## src/rtl/i2s_rx.sv

```systemverilog
// I2S receiver: brings an external BCK/LRCK/DATA stream into the clk domain and
// deserialises it into one signed stereo sample pair per frame. Framing errors and
// loss of BCK drop lock and return the receiver to a search for the next frame start.
module i2s_rx #(
    parameter int unsigned SLOT_WIDTH = 32,
    parameter int unsigned OUT_WIDTH  = 16,
    parameter int unsigned TIMEOUT    = 255
) (
    input  logic                 clk,
    input  logic                 reset,
    input  logic                 bck,
    input  logic                 lrck,
    input  logic                 data,
    output logic [OUT_WIDTH-1:0] out_left,
    output logic [OUT_WIDTH-1:0] out_right,
    output logic                 out_valid,
    output logic                 locked,
    output logic                 frame_err
);

    localparam int unsigned CntW = $clog2(2 * SLOT_WIDTH);
    localparam int unsigned ToW  = $clog2(TIMEOUT + 1);

    localparam logic [CntW-1:0]      CntMax  = CntW'(2 * SLOT_WIDTH - 1);
    localparam logic [CntW-1:0]      LastBit = CntW'(SLOT_WIDTH - 1);
    localparam logic [ToW-1:0]       ToMax   = ToW'(TIMEOUT);
    localparam logic [ToW-1:0]       ToPre   = ToW'(TIMEOUT - 1);
    localparam logic [OUT_WIDTH-1:0] MsbOne  = OUT_WIDTH'(1) << (OUT_WIDTH - 1);

    typedef enum logic [1:0] {
        StSearch,
        StLeft,
        StRight
    } state_e;

    logic [2:0]           bck_s_q;
    logic [1:0]           lrck_s_q;
    logic [1:0]           data_s_q;

    state_e               state_q;
    logic                 ws_q;
    logic [CntW-1:0]      bit_cnt_q;
    logic [ToW-1:0]       to_q;
    logic [OUT_WIDTH-1:0] sh_q;
    logic [OUT_WIDTH-1:0] left_buf_q;
    logic [OUT_WIDTH-1:0] out_left_q;
    logic [OUT_WIDTH-1:0] out_right_q;
    logic                 out_valid_q;
    logic                 locked_q;
    logic                 frame_err_q;

    logic                 bck_rise;
    logic                 word_end;
    logic                 len_ok;
    logic [OUT_WIDTH-1:0] bit_mask;
    logic [OUT_WIDTH-1:0] cur_word;

    assign bck_rise = bck_s_q[1] & ~bck_s_q[2];
    assign word_end = bck_rise & (lrck_s_q[1] != ws_q);
    assign len_ok   = (bit_cnt_q == LastBit);

    // Current word including the bit being sampled now; bits past OUT_WIDTH shift out of the mask.
    always_comb begin
        bit_mask = MsbOne >> bit_cnt_q;
        cur_word = data_s_q[1] ? (sh_q | bit_mask) : (sh_q & ~bit_mask);
    end

    // Two-flop synchronisers, plus a third BCK flop for rising-edge detection.
    always_ff @(posedge clk) begin
        if (reset) begin
            bck_s_q  <= '0;
            lrck_s_q <= '0;
            data_s_q <= '0;
        end else begin
            bck_s_q  <= {bck_s_q[1:0], bck};
            lrck_s_q <= {lrck_s_q[0], lrck};
            data_s_q <= {data_s_q[0], data};
        end
    end

    // Framing FSM with bit counter, deserialiser, BCK watchdog and registered outputs.
    always_ff @(posedge clk) begin
        if (reset) begin
            state_q     <= StSearch;
            ws_q        <= 1'b0;
            bit_cnt_q   <= '0;
            to_q        <= '0;
            sh_q        <= '0;
            left_buf_q  <= '0;
            out_left_q  <= '0;
            out_right_q <= '0;
            out_valid_q <= 1'b0;
            locked_q    <= 1'b0;
            frame_err_q <= 1'b0;
        end else begin
            out_valid_q <= 1'b0;
            frame_err_q <= 1'b0;
            if (bck_rise) begin
                to_q <= '0;
                ws_q <= lrck_s_q[1];
                if (word_end) begin
                    // The bit sampled here is the LSB of the word owned by ws_q.
                    bit_cnt_q <= '0;
                    sh_q      <= '0;
                    unique case (state_q)
                        StSearch: begin
                            if (ws_q) begin
                                state_q <= StLeft;
                            end
                        end
                        StLeft: begin
                            if (len_ok) begin
                                left_buf_q <= cur_word;
                                state_q    <= StRight;
                            end else begin
                                frame_err_q <= 1'b1;
                                locked_q    <= 1'b0;
                                state_q     <= StSearch;
                            end
                        end
                        StRight: begin
                            if (len_ok) begin
                                out_left_q  <= left_buf_q;
                                out_right_q <= cur_word;
                                out_valid_q <= 1'b1;
                                locked_q    <= 1'b1;
                                state_q     <= StLeft;
                            end else begin
                                frame_err_q <= 1'b1;
                                locked_q    <= 1'b0;
                                state_q     <= StSearch;
                            end
                        end
                        default: state_q <= StSearch;
                    endcase
                end else begin
                    sh_q <= cur_word;
                    if (bit_cnt_q != CntMax) begin
                        bit_cnt_q <= bit_cnt_q + 1'b1;
                    end
                end
            end else if (to_q != ToMax) begin
                to_q <= to_q + 1'b1;
                // Fires only on the step into saturation, so one pulse per BCK loss.
                if (to_q == ToPre) begin
                    frame_err_q <= 1'b1;
                    locked_q    <= 1'b0;
                    state_q     <= StSearch;
                    bit_cnt_q   <= '0;
                    sh_q        <= '0;
                end
            end
        end
    end

    assign out_left  = out_left_q;
    assign out_right = out_right_q;
    assign out_valid = out_valid_q;
    assign locked    = locked_q;
    assign frame_err = frame_err_q;

endmodule
```

## config.mk

```make
export PLATFORM = sky130hd
export DESIGN_NAME = i2s_rx
export DESIGN_NICKNAME = d
export VERILOG_FILES = /design/src/rtl/i2s_rx.sv
export SDC_FILE = /design/constraint.sdc
export NUM_CORES = 1
export LEC_CHECK = 0
export CAP_MARGIN = 20
export CORE_UTILIZATION = 40
export CTS_CLUSTER_DIAMETER = 80
export DETAILED_ROUTE_END_ITERATION = 7
export GPL_TIMING_DRIVEN = 0
export PLACE_DENSITY = 0.62
export RECOVER_POWER = 100
export SLEW_MARGIN = 20
export SYNTH_ARGS = -nofsm -noshare
export SYNTH_HDL_FRONTEND = slang
export SYNTH_SLANG_ARGS = --single-unit
```

## constraint.sdc

```tcl
create_clock -name clk -period 3.2 [get_ports clk]
set_input_delay 0.64 -clock clk [delete_from_list [all_inputs] [get_ports clk]]
set_output_delay 0.64 -clock clk [all_outputs]
set_load 0.02 [all_outputs]
```

==> results of run 1 <==
## worst max-delay path: stages (launching register included)
cell and delay (ns):
dfxtp_1 0.51, ha_1 0.25, and4_1 0.20, clkbuf_1 0.30, and3_1 0.24, clkbuf_1 0.37, buf_2 0.30, a21oi_1 0.09
a211oi_1 0.22
## power by group through the flow
| stage | combinational [mW] | sequential, mW | clock, mW |
|---|---|---|---|
| after floorplan | 0.0517 | 1.17 | 0 |
| after global placement | 0.0754 | 1.17 | 0 |
| after detailed placement | 0.0771 | 1.17 | 0 |
| after CTS | 0.0775 | 1.15 | 0.908 |
| after global routing | 0.0845 | 1.15 | 0.950 |
| final | 0.0769 | 1.15 | 0.898 |
## per-stage QoR
| stage | setup WS (ns) | utilization (%) |
|---|---|---|
| 3_5_place_dp | 0.994 | 47.6 |
| 2_1_floorplan | 1.34 | - |
| 6_report | 0.641 | 49.7 |
| 5_1_grt | 0.453 | 49.7 |
| 4_1_cts | 0.966 | 50.0 |
| 3_3_place_gp | 1.03 | 47.6 |
## path summary, 6_finish.rpt
path / cells past startpoint / startpoint / to
worst min register to register: 1 / lrck_s_q[0] / lrck_s_q[1]
worst max-delay path: 8 / bit_cnt_q[0] / left_buf_q[12]
worst max register to register: 8 / bit_cnt_q[0] / left_buf_q[12]
worst min-delay path: 1 / lrck_s_q[0] / lrck_s_q[1]
## synth_stat cells (all sizes together)
| cell | n | share of area (%) |
|---|---|---|
| dfxtp | 91 | 47 |
| nand2 | 73 | 7.0 |
| a21oi | 45 | 5.8 |
| a211oi | 35 | 6.7 |
| nand3 | 30 | 3.8 |
| clkbuf | 26 | 2.5 |
| nor2 | 22 | 2.1 |
| a31oi | 18 | 2.9 |
| mux2i | 17 | 4.3 |
| nor2b | 13 | 2.1 |
| buf | 12 | 1.9 |
| and3 | 7 | 1.2 |
| ha | 7 | 2.2 |
| inv | 7 | 0.67 |
| o21ai | 6 | 0.77 |
| and4 | 4 | 0.89 |
| nand3b | 4 | 0.77 |
| nand4 | 4 | 0.64 |
| nor3 | 4 | 0.51 |
| or4 | 4 | 0.77 |
| xnor2 | 4 | 0.89 |
| nor4 | 3 | 0.64 |
| o211ai | 3 | 0.58 |
| nor3b | 2 | 0.38 |
| nor4b | 2 | 0.77 |
| o31ai | 2 | 0.38 |
| xor2 | 2 | 0.45 |
| a41oi | 1 | 0.22 |
| and2 | 1 | 0.16 |
| and4bb | 1 | 0.32 |
| nand2b | 1 | 0.16 |
| nand4b | 1 | 0.22 |
| o21ba | 1 | 0.26 |
| o221ai | 1 | 0.22 |
| or4b | 1 | 0.26 |
## logic make-up after synthesis
kind of cell               Yosys count  synth area share, %
and+or+nand+nor                    177                 22.7
xor gates and xnor gates             6                 1.34
DFF                                 91                 46.5
AOI/OAI and AO/OA                  112                 17.8
muxes                               17                 4.34
buffers and inverters               45                 5.05
adders and majority gates            7                 2.24
## sequential cells by signal, summed over array words and instances, names as in the netlist, 2 cells and up
register / flops
data_s_q: 2
bit_cnt_q: 6
out_right: 16
sh_q: 16
state_q: 2
left_buf_q: 16
to_q: 8
out_left: 16
bck_s_q: 3
lrck_s_q: 2
## area by class of cell
| type | count | area (um^2) |
|---|---|---|
| clock inverter | 6 | 93.8 |
| clock buffer | 10 | 138 |
| fill | 919 | 4710 |
| buffer | 38 | 149 |
| tap | 129 | 161 |
| inverter | 7 | 26.3 |
| multi-input combinational | 319 | 1890 |
| timing repair buffer | 38 | 380 |
| sequential | 91 | 1820 |
## metal layers
metal  vias to the layer above  part of all wire (%)  global-route usage, %
met2                        58                    46                   31.3
met1                      1633                    50                   26.5
met3                         5                   3.5                   4.02
met4                         0                  0.75                   3.68
met5                         -                     0                      0
li1                       1727                     -                      -
==> results.yml, run 1 <==
run_status:
  outcome: "complete, no violations"
timing:
  tightest_slew_ns: 0.697
  hold_ws_ns: 0.448
  finalHoldViolCount: 0
  clock_skew_ns: 0.0158
  fin_tns_setup_ns: 0
  min_period_ns: 2.56
  period_share_pct: 80.0
  slew_viol_final: 0
  max_freq_ghz: 0.391
  setup_viol: 0
  maxSlewHeadroom_pct: 53.4
  rsz0062_at_grt: "false"
synth:
  netlist_area_um2: 3920
  syn_inst: 455
  synth.ff_latch_count: 91
  synth_fp_nets: 467
  yosysSeqAreaShare_pct: 46.5
  synth_cell_types: 39
  ys.warnings.count: 0
  avgSynthCellArea_um2: 8.61
power_and_ir_drop:
  switching_power_mw: 0.491
  leakage_nw: 1.65
  power_mw: 2.12
  switching_share_pct: 23.1
  power_frac_comb_pct: 3.6
  p_per_area_nw_per_um2: 455
  internal_power_mw: 1.63
  power_frac_seq_pct: 54.1
  clkPwrFrac_pct: 42.3
  vdd_drop_max_uv: 250
detailed_routing:
  viasPerCell: 5.37
  vias: 3423
  drc: 0
  wl_per_cell_um: 14.9
  dr.pass1.iters: 4
  final_antenna_net_count: 0
  routed_wirelength_um: 9530
  drt_iter0_drc: 177
clock_tree:
  clkSlewWorstSetupHoldPaths_ns: 0.10
  ctsHoldBuffers: 0
  ctsResizeCount: 0
  cts.sinks: 91
  cts_inserted_buffers: 9
  ctsRootBufferMaster: "clkbuf_8"
  postCtsSetupBuffers: 0
  htree_levels: 3
  cts.path.max_buffers: 2
  cts_tree: "done"
  insertion_delay_ns: 0.36
flow_run:
  maxCapViolations: 0
grt:
  grt_pass1_wl_um: 15300
  grt_antenna_before_repair: 0
  grt_overflow: 0
  track_usage_pct: 19.3
  first_global_vias: 3054
  grt_max_degree: 17
floorplanning:
  core_area_um2: 9370
  row_count: 35
  die-area_um2: 10200
  io_pins: 40
  die_height_um: 101
  start_util_pct: 41.8
  die_w_um: 101
layout:
  syn_to_final_growth_pct: 19.0
  final_cells: 638
  layout_common_cells: "91 x dfxtp_1, 73 x nand2_1, 45 x a21oi_1"
  final_common_cell: "dfxtp_1"
  final_nets: 516
  fin_area_um2: 4660
  drive_above_1_share_pct: 5.11
  diodes: 0
placement:
  postPlaceCellArea_um2: 4460
  io_buffers: 38
  gp_congestion: 0.818
  post-dp-hpwl_um: 6900
  place_inst: 622
worst_hold_path:
  hp-class: "reg -> reg"
worst_setup_path:
  criticalPathCategory: "reg -> reg"
  arrival_ns: 2.84
  rrSetupSlack_ns: 0.64
  crit_path_start_kind: "flop"
  critPathRequiredTime_ns: 3.48
  end_kind: "flop"
  worstPathMaxFanout: 10
Note: power is estimated with default switching activity, not from simulation.
==> inputs of run 2 (changes only) <==
Clock period 3.2 ns to 2.59 ns, I/O delays scaled along.
==> results.yml, run 2 (synthesis gave the netlist of run 1 again) <==
detailed_routing:
  m1WireLength_um: 4720
  viasPerCell: 5.36
  wl_per_cell_um: 14.8
  dr.pass1.iters: 4
  maxUsedRoutingLayer: "met4"
  vias: 3417
  dr_wl_met2_um: 4360
  met3_length_um: 290
  drt_iter0_drc: 155
  drc: 0
  routed_wirelength_um: 9450
  final_antenna_net_count: 0
grt:
  grt_overflow: 0
  first_global_vias: 3054
  grt_pass1_wl_um: 15300
  track_usage_pct: 19.3
  grt_max_degree: 17
  grt_antenna_before_repair: 0
floorplanning:
  die_height_um: 101
  row_count: 35
  start_util_pct: 41.8
  io_pins: 40
  core_area_um2: 9370
  die-area_um2: 10200
  die_w_um: 101
power_and_ir_drop:
  switching_power_mw: 0.599
  leakage_nw: 1.66
  switching_share_pct: 22.9
  internal_power_mw: 2.02
  vdd_drop_max_uv: 308
  power_frac_comb_pct: 3.6
  p_per_area_nw_per_um2: 560
  power_frac_seq_pct: 54.2
  clkPwrFrac_pct: 42.1
timing:
  rsz0062_at_grt: "false"
  clock_skew_ns: 0.0131
  min_period_ns: 2.29
  hold_ws_ns: 0.447
  fin_tns_setup_ns: 0
  finalHoldViolCount: 0
  slew_viol_final: 0
  maxSlewHeadroom_pct: 52.5
  tightest_slew_ns: 0.706
  max_freq_ghz: 0.436
  period_share_pct: 88.5
  setup_viol: 0
clock_tree:
  cts.path.max_buffers: 2
  insertion_delay_ns: 0.36
  postCtsSetupBuffers: 0
  clkSlewWorstSetupHoldPaths_ns: 0.10
  ctsRootBufferMaster: "clkbuf_8"
  cts.sinks: 91
  cts_inserted_buffers: 9
  htree_levels: 3
  ctsHoldBuffers: 0
  ctsResizeCount: 0
  cts_tree: "done"
placement:
  io_buffers: 38
  place_inst: 622
  post-dp-hpwl_um: 6900
  gp_congestion: 0.818
layout:
  syn_to_final_growth_pct: 19.3
  layout_common_cells: "91 x dfxtp_1, 73 x nand2_1, 45 x a21oi_1"
  diodes: 0
  final_cells: 638
  drive_above_1_share_pct: 5.89
  final_nets: 516
  final_common_cell: "dfxtp_1"
  finish.utilization_pct: 49.9
run_status:
  outcome: "complete, no violations"
flow_run:
  maxCapViolations: 0
worst_setup_path:
  crit_slowest_cell: "dfxtp_1"
  end_kind: "flop"
  criticalPathCategory: "reg -> reg"
  critPathRequiredTime_ns: 2.88
  crit_path_start_kind: "flop"
  worstPathMaxFanout: 10
  crit_chain: "ha_1 > and4_1 > clkbuf_1 > and3_1 > buf_6 > or4b_1 > a21oi_1"
  arrival_ns: 2.58
  critPathMaxStageDelay_ns: 0.49
worst_hold_path:
  hp-class: "reg -> reg"
[run 2: cell counts in the layout (fill, tap and decap cells not counted)]
No cell type changed its count.
[run 2: layout make-up]
type                    count  area [um^2]
fillers                   914         4700
clock inverters             6         93.8
flip-flops and latches     91         1820
well taps                 129          161
plain buffers              38          160
inverters                   7         26.3
clock buffers              10          138
multi-input cells         319         1890
repair buffers             38          380
[run 2: stage by stage]
stage | setup WS (ns) | power (mW) | area [um^2]
floorplan | 0.728 | 1.51 | 3920
global placement | 0.417 | 1.54 | 4460
detailed placement | 0.404 | 1.55 | 4460
CTS | 0.356 | 2.64 | 4690
global route | 0.100 | 2.70 | 4670
finish | 0.298 | 2.61 | 4670
[run 2: final timing paths]
path	depth (start not counted)	from	slack (ns)	endpoint
max	7	bit_cnt_q[0]	0.30	state_q[1]
min	1	lrck_s_q[0]	0.45	lrck_s_q[1]
max reg2reg	7	bit_cnt_q[0]	0.30	state_q[1]
min reg2reg	1	lrck_s_q[0]	0.45	lrck_s_q[1]
[run 2: power groups by stage]
| stage | registers (mW) | clock network [mW] | logic (mW) |
|---|---|---|---|
| final | 1.42 | 1.10 | 0.0950 |
| after global routing | 1.42 | 1.17 | 0.104 |
| after CTS | 1.42 | 1.12 | 0.0958 |
| after detailed placement | 1.45 | 0 | 0.0952 |
| after global placement | 1.45 | 0 | 0.0931 |
| after floorplan | 1.45 | 0 | 0.0639 |
[run 2: layer usage]
layer  vias up  track usage, %
met3         5            4.02
met4         0            3.68
met5         -               0
li1       1726               -
met1      1624            26.5
met2        62            31.3
[run 2: critical path, delay by kind of cell, from the launching register on]
family	cells	cell delay [ns]
compound gates	1	0.15
fa+ha+maj	1	0.24
buf+inv	2	0.46
flops	1	0.49
simple gates	3	0.89
